`config.mk`:
```
export PLATFORM = sky130hd
export DESIGN_NAME = serial_frame_sync
export DESIGN_NICKNAME = d
export VERILOG_FILES = /design/src/rtl/frame_sync_pkg.sv /design/src/rtl/serial_frame_sync_sync_matcher.sv /design/src/rtl/serial_frame_sync.sv
export SDC_FILE = /design/constraint.sdc
export NUM_CORES = 1
export LEC_CHECK = 0
export CORE_MARGIN = 2
export CORE_UTILIZATION = 60
export CTS_CLUSTER_SIZE = 30
export DETAILED_ROUTE_END_ITERATION = 10
export GPL_TIMING_DRIVEN = 1
export PLACE_DENSITY = 0.89
export SYNTH_ARGS = -nofsm -noshare
export SYNTH_HDL_FRONTEND = slang
export SYNTH_HIERARCHICAL = 1
export SYNTH_SLANG_ARGS = --single-unit
```
`constraint.sdc`:
```
create_clock -name clk -period 3.9 [get_ports clk]
set_input_delay 0.585 -clock clk [delete_from_list [all_inputs] [get_ports clk]]
set_output_delay 0.585 -clock clk [all_outputs]
set_load 0.05 [all_outputs]
```
`src/rtl/frame_sync_pkg.sv`:
```
// Shared types and constants for the serial frame synchroniser.
package frame_sync_pkg;

  localparam int BYTE_W = 8;

  typedef enum logic [1:0] {
    HUNT    = 2'd0,
    PAYLOAD = 2'd1,
    CHECK   = 2'd2
  } state_t;

endpackage

```
`src/rtl/serial_frame_sync_sync_matcher.sv`:
```
// Sync-word matcher: shift register of the last SYNC_WIDTH bits; match is combinational on the accepted bit.
// Zero-latency compare against the incoming bit; never stalls, shifts on every din_valid.
module sync_matcher #(
  parameter int                    SYNC_WIDTH = 8,
  parameter logic [SYNC_WIDTH-1:0] SYNC_WORD  = 8'hA5
) (
  input  logic clk,
  input  logic reset,
  input  logic din_valid,
  input  logic din,
  output logic match
);

  logic [SYNC_WIDTH-1:0] sr;
  logic [SYNC_WIDTH-1:0] sr_next;

  assign sr_next = {sr[SYNC_WIDTH-2:0], din};
  assign match   = din_valid && (sr_next == SYNC_WORD);

  always_ff @(posedge clk) begin
    if (reset) begin
      sr <= '0;
    end else if (din_valid) begin
      sr <= sr_next;
    end
  end

endmodule

```
`src/rtl/serial_frame_sync.sv`:
```
// Frame sync controller: hunts for SYNC_WORD, flywheels over sync misses, deserialises payload bytes.
// Bytes appear one cycle after their 8th bit; input is never stalled, an unaccepted byte is overwritten.
module serial_frame_sync
  import frame_sync_pkg::*;
#(
  parameter int                    SYNC_WIDTH    = 8,
  parameter logic [SYNC_WIDTH-1:0] SYNC_WORD     = 8'hA5,
  parameter int                    PAYLOAD_BYTES = 2,
  parameter int                    MAX_MISS      = 3
) (
  input  logic              clk,
  input  logic              reset,
  input  logic              din_valid,
  input  logic              din,
  output logic [BYTE_W-1:0] out_data,
  output logic              out_valid,
  input  logic              out_ready,
  output logic              locked,
  output logic              sync_pulse,
  output logic              overflow,
  output logic [3:0]        miss_count
);

  state_t              state, state_n;
  logic [3:0]          bit_cnt, bit_cnt_n;
  logic [7:0]          byte_cnt, byte_cnt_n;
  logic [BYTE_W-2:0]   byte_asm, byte_asm_n;
  logic [BYTE_W-1:0]   out_data_n;
  logic                out_valid_n;
  logic                locked_n;
  logic                sync_pulse_n;
  logic                overflow_n;
  logic [3:0]          miss_count_n;
  logic                match;

  sync_matcher #(
    .SYNC_WIDTH (SYNC_WIDTH),
    .SYNC_WORD  (SYNC_WORD)
  ) u_matcher (
    .clk       (clk),
    .reset     (reset),
    .din_valid (din_valid),
    .din       (din),
    .match     (match)
  );

  always_ff @(posedge clk) begin
    if (reset) begin
      state      <= HUNT;
      bit_cnt    <= '0;
      byte_cnt   <= '0;
      byte_asm   <= '0;
      out_data   <= '0;
      out_valid  <= 1'b0;
      locked     <= 1'b0;
      sync_pulse <= 1'b0;
      overflow   <= 1'b0;
      miss_count <= '0;
    end else begin
      state      <= state_n;
      bit_cnt    <= bit_cnt_n;
      byte_cnt   <= byte_cnt_n;
      byte_asm   <= byte_asm_n;
      out_data   <= out_data_n;
      out_valid  <= out_valid_n;
      locked     <= locked_n;
      sync_pulse <= sync_pulse_n;
      overflow   <= overflow_n;
      miss_count <= miss_count_n;
    end
  end

  always_comb begin
    state_n      = state;
    bit_cnt_n    = bit_cnt;
    byte_cnt_n   = byte_cnt;
    byte_asm_n   = byte_asm;
    out_data_n   = out_data;
    out_valid_n  = out_valid;
    sync_pulse_n = 1'b0;
    overflow_n   = 1'b0;
    miss_count_n = miss_count;

    if (out_valid && out_ready) begin
      out_valid_n = 1'b0;
    end

    if (din_valid) begin
      case (state)
        HUNT: begin
          if (match) begin
            state_n      = PAYLOAD;
            bit_cnt_n    = '0;
            byte_cnt_n   = '0;
            miss_count_n = '0;
            sync_pulse_n = 1'b1;
          end
        end

        PAYLOAD: begin
          byte_asm_n = {byte_asm[BYTE_W-3:0], din};
          if (bit_cnt == 4'd7) begin
            bit_cnt_n   = '0;
            out_data_n  = {byte_asm, din};
            out_valid_n = 1'b1;
            // Only a byte that nobody took this cycle counts as lost.
            overflow_n  = out_valid && !out_ready;
            if (byte_cnt == 8'(PAYLOAD_BYTES - 1)) begin
              byte_cnt_n = '0;
              state_n    = CHECK;
            end else begin
              byte_cnt_n = byte_cnt + 8'd1;
            end
          end else begin
            bit_cnt_n = bit_cnt + 4'd1;
          end
        end

        CHECK: begin
          if (bit_cnt == 4'(SYNC_WIDTH - 1)) begin
            bit_cnt_n = '0;
            if (match) begin
              miss_count_n = '0;
              sync_pulse_n = 1'b1;
              state_n      = PAYLOAD;
            end else if (miss_count + 4'd1 == 4'(MAX_MISS)) begin
              miss_count_n = '0;
              state_n      = HUNT;
            end else begin
              // Flywheel: trust the expected frame position for one more frame.
              miss_count_n = miss_count + 4'd1;
              state_n      = PAYLOAD;
            end
          end else begin
            bit_cnt_n = bit_cnt + 4'd1;
          end
        end

        default: begin
          state_n = HUNT;
        end
      endcase
    end

    locked_n = (state_n != HUNT);
  end

endmodule

```
After elaboration in Yosys (flattened, before gate mapping). Cells that the tools add are included.

$add $sub $neg: 3. Equality and inequality tests: 9. Reductions and logical operators: 17. Bitwise operators: 3. Multiplexer cells: 26.

Operators with widths (count): two-way mux 8 bit (3); two-way mux 4 bit (5); one-hot mux 4 bit (2 select lines) (2); one-hot mux 8 bit (2 select lines) (1); two-way mux 2 bit (5); adder 4 x 1 -> 4 bit (second input constant) (2); adder 8 x 1 -> 8 bit (second input constant) (1); equality test 8 x 1 -> 1 bit (second input constant) (1); equality test 8 bit (second input constant) (1); two-way mux 1 bit (8); AND reduction 4 bit (2); nonzero test 2 bit (4); != test 2 bit (second input constant) (3); one-hot mux 2 bit (3 select lines) (1); AND reduction 3 bit (2); equality test 4 x 2 -> 1 bit (second input constant) (1); equality test 4 x 3 -> 1 bit (second input constant) (1); OR reduction 2 bit (2); OR reduction 4 bit (1); logical AND 1 bit (3); NOT 1 bit (3); equality test 2 x 1 -> 1 bit (second input constant) (1); equality test 2 bit (second input constant) (1); logical NOT 2 bit (1); other kinds (3) (3).

Word-level logic and storage cells: 69. Input port bits: 5. Bits in registers: 44. Output and inout port bits: 16.

Depth between registers and ports, before layout.
Depth in word-level cells: 8. Mapped depth: 8. Gate-level depth less buffers: 7.

Hierarchy. The synthesis kept the hierarchy.

Modules (own cells, without submodules): serial_frame_sync (cells each 204, seq. area each 740.7 µm², instances 1, area each 1740.4 µm²); sync_matcher (cells each 25, seq. area each 140.1 µm², instances 1, area each 285.3 µm²).

Worst setup path before layout. No wires, ideal clock.

Path kind: in2reg. Start point: input din_valid. End point: register byte_cnt[4]. Slack: 1.704 ns. Required time: 3.785 ns. Library setup time: 0.115 ns. Data arrival time: 2.081 ns. Stages on the path: 8. Buffers on the path: 1. Path through: buf_6 nand3b_2 nor4b_2 mux2i_1 a211oi_2 nand4_1 xor2_1 nor2_2.

Cells in the longest elaborated chain, start to end: 3.

RTL lines: start, declared (line serial_frame_sync.sv:13) `input logic din_valid,`; logical AND 1 bit (line serial_frame_sync_sync_matcher.sv:18) `assign match = din_valid && (sr_next == SYNC_WORD);`; net match (line serial_frame_sync.sv:34) `logic match;`; != test 2 bit (no source line); AND reduction 4 bit (no source line); end signal, assigned (line serial_frame_sync.sv:62) `byte_cnt <= byte_cnt_n;`; end, declared (line serial_frame_sync.sv:26) `logic [7:0] byte_cnt, byte_cnt_n;`.

The timed path passes the listed nets, and every way through them passes these cells. A chain may end at the register's enable or synchronous reset.

Worst setup path in the final report. Same ends and word-level chain as after synthesis.

==> flow_metrics.py <==
metrics = {
    "sta": {
        "hold_violations": 0,
        "timing.fmax_mhz": 377,
        "slew_viol_final": 0,
        "fin_crit_sh_pct": 68.0,
        "rsz0062_at_grt": "false",
        "tightest_slew_ns": 0.751,
        "setup_violations": 0,
        "finClkSkew_ns": 0.0134,
        "maxSlewHeadroom_pct": 49.8,
        "whs_ns": 0.472,
        "tns_ns": 0,
        "fin_crit_ns": 2.65,
    },
    "setup_path": {
        "crit_type": "input port to flop",
        "timing.rr.start": "u_matcher/sr[0]",
        "setup.worst_path.start": "din_valid",
        "crit_arrival_ns": 2.92,
        "reg2regPathDepth": 7,
        "max_stage_delay_ns": 0.46,
        "worstPathCellList": "clkdlybuf4s50_1, buf_4, nand3b_2, nor4b_2, mux2i_1, a211oi_2, nand4_1, xor2_1, nor2_2",
        "slowest_stage": "nor4b_2",
        "cp_max_fo": 15,
        "reg2reg_to": "byte_cnt[4]",
        "cp.required_ns": 4.17,
        "start_kind": "input port",
        "regToRegSetupSlack_ns": 1.68,
        "endpoint": "byte_cnt[4]",
        "critPathCaptureType": "flop",
    },
    "route": {
        "dr.pass1.iters": 5,
        "vias": 1688,
        "vias_per_cell": 5.66,
        "drc": 0,
        "drtAntennaViolNets": 0,
        "routed_wl_mm": 4.14,
        "post_drt_wl_per_cell_um": 13.9,
        "drt_iter0_markers": 112,
    },
    "global_route": {
        "antenna_found_initial": 0,
        "grt_max_degree": 22,
        "grt.total_usage_pct": 23.5,
        "grt_pass1_vias": 1601,
        "grt-ovfl-total": 0,
        "grt_pass1_wl_mm": 7.30,
    },
    "floorplan": {
        "ios": 21,
        "coreArea_mm2": 0.00328,
        "start_util_pct": 61.7,
        "dieWidth_um": 62.1,
        "fp.dieH_um": 62.1,
        "num_rows": 21,
        "die-area_mm2": 0.00386,
    },
    "logic_synthesis": {
        "synth_flop_cell": "dfxtp_1",
        "syn_area_mm2": 0.00203,
        "syn-num-nets": 243,
        "synth_warnings": 6,
        "synth_edf_count": 0,
        "yosysSeqAreaShare_pct": 43.5,
        "synth_area_per_cell_um2": 8.85,
        "synth_seq_cells": 44,
        "ys_types": 45,
        "async_flop_share_pct": 0,
        "synth_cells": 229,
    },
    "clocking": {
        "clockBufferDepth": 2,
        "cts_made_buffers": 5,
        "htreeDepth": 2,
        "cts_setup_buffers": 0,
        "clk_pin_slew_ns": 0.13,
        "insertion_delay_ns": 0.36,
        "cts_sinks": 44,
        "cts_tree": "done",
        "cts_root_buffer": "clkbuf_4",
        "cts_resized": 0,
        "ctsHoldBuffers": 0,
    },
    "power": {
        "p_per_area_mw_per_mm2": 328,
        "power_frac_seq_pct": 59.0,
        "comb_power_share_pct": 2.9,
        "peakVddDrop_mv": 0.285,
        "power.internal_w": 0.000596,
        "swShare_pct": 22.2,
        "leakage_nw": 0.806,
        "p_sw_w": 0.000170,
        "clkPwrFrac_pct": 38.1,
        "finalPower_w": 0.000766,
    },
    "placement": {
        "place_area_mm2": 0.00225,
        "dp_hpwl_mm": 2.96,
        "place_inst": 290,
        "gp_congestion": 0.923,
        "portBuffers": 20,
    },
    "layout": {
        "finalNonFillerCells": 298,
        "finalInstanceArea_mm2": 0.00233,
        "area_delta_synth_final_pct": 15.1,
        "drive_above_1_share_pct": 9.52,
        "diodes": 0,
        "nets": 265,
    },
    "flow_run": {
        "max_cap_viol_count": 0,
    },
    "outcome": {
        "outcome": "finished, final reports clean",
    },
    "hold_path": {
        "min_path_type": "flop to flop",
    },
}
-- sequential cells by signal, summed over array words and instances (netlist names) --
register	cells
sync_pulse	1
u_matcher/sr	7
locked	1
miss_count	4
state	2
bit_cnt	4
out_data	8
overflow	1
byte_asm	7
byte_cnt	8
out_valid	1
-- per-layer routing --
| layer | global-route usage, % | vias up | share of wire (%) | wire [µm] |
|---|---|---|---|---|
| li1 | - | 849 | - | - |
| met5 | 0 | - | 0 | 0 |
| met1 | 30.2 | 793 | 45 | 1880 |
| met2 | 39.3 | 39 | 50 | 2050 |
| met4 | 8.33 | 0 | 1.2 | 51 |
| met3 | 4.89 | 7 | 3.9 | 160 |
-- worst min-delay path by stage --
stage,from,to,slack [ns],cells after the start
after floorplan,byte_asm[6],out_data[7],0.43,2
after global placement,byte_asm[6],out_data[7],0.44,2
after detailed placement,byte_asm[6],byte_asm[6],0.45,2
after CTS,byte_asm[6],byte_asm[6],0.47,2
after global routing,byte_asm[6],out_data[7],0.48,2
final,out_data[6],out_data[6],0.47,2
-- critical path, delay by kind of cell --
family          cells  cell delay (ns)
compound gates      1             0.45
xor+xnor            1             0.20
buf+inv             2             0.67
mux                 1             0.24
simple gates        4             0.76
-- power groups by stage --
stage	logic, W	registers (W)	clock network (W)
4_1_cts	0.0000225	0.000452	0.000293
2_1_floorplan	0.0000147	0.000461	0
6_report	0.0000226	0.000452	0.000292
5_1_grt	0.0000244	0.000452	0.000318
3_3_place_gp	0.0000221	0.000462	0
3_5_place_dp	0.0000225	0.000462	0
-- cell usage in the layout, fill, tap and decap left out, types with 2 or more instances in the layout --
cell type	instances
o31ai_1	3
o21ai_0	8
a31oi_1	2
nor2b_1	4
nor3_1	6
mux2i_1	8
nand4_1	3
nor2_2	3
ha_1	9
or3_1	2
inv_1	6
nand3_1	10
xnor2_1	2
nand3b_1	3
dfxtp_1	44
a21oi_1	21
xor2_1	5
nand4b_1	3
and2_1	4
clkdlybuf4s50_1	20
clkbuf_4	5
or2_2	2
nand2_1	36
nor2_1	16
buf_4	2
nand3b_2	2
a211oi_1	5
-- cell usage after synthesis (3+ instances only) --
cell / instances / area, µm²
dfxtp_1: 44 / 881
nand2_1: 36 / 135
a21oi_1: 21 / 105
nor2_1: 16 / 60.1
nand3_1: 10 / 50.1
ha_1: 9 / 113
mux2i_1: 8 / 80.1
o21ai_0: 8 / 40.0
inv_1: 6 / 22.5
nor3_1: 6 / 30.0
a211oi_1: 5 / 37.5
xor2_1: 5 / 43.8
and2_1: 4 / 25.0
nor2b_1: 4 / 25.0
nand3b_1: 3 / 22.5
nand4_1: 3 / 18.8
nand4b_1: 3 / 26.3
nor2_2: 3 / 18.8
o31ai_1: 3 / 22.5
-- stage by stage --
stage / utilization [%] / setup slack (ns)
after floorplan: - / 1.70
after global placement: 68.5 / 0.958
after detailed placement: 68.5 / 0.877
after CTS: 71.0 / 1.25
after global routing: 71.0 / 1.05
final: 71.0 / 1.25
-- cell families after synthesis --
kind of cell / Yosys count / share of synthesized area, %
fa+ha+maj: 9 / 5.56
buf+inv: 13 / 3.58
xor+xnor: 7 / 3.03
flops: 44 / 43.5
mux: 8 / 3.95
compound gates: 44 / 13.1
simple gates: 104 / 27.3
-- final cells by class --
type,instances,area (µm²)
fill,265,952
clock buffer,5,37.5
multi-input combinational,172,1070
inverter,6,22.5
sequential,44,881
clock inverter,3,46.3
tap,46,57.6
timing repair buffer,22,215
Note: power is estimated with default switching activity, not from simulation.
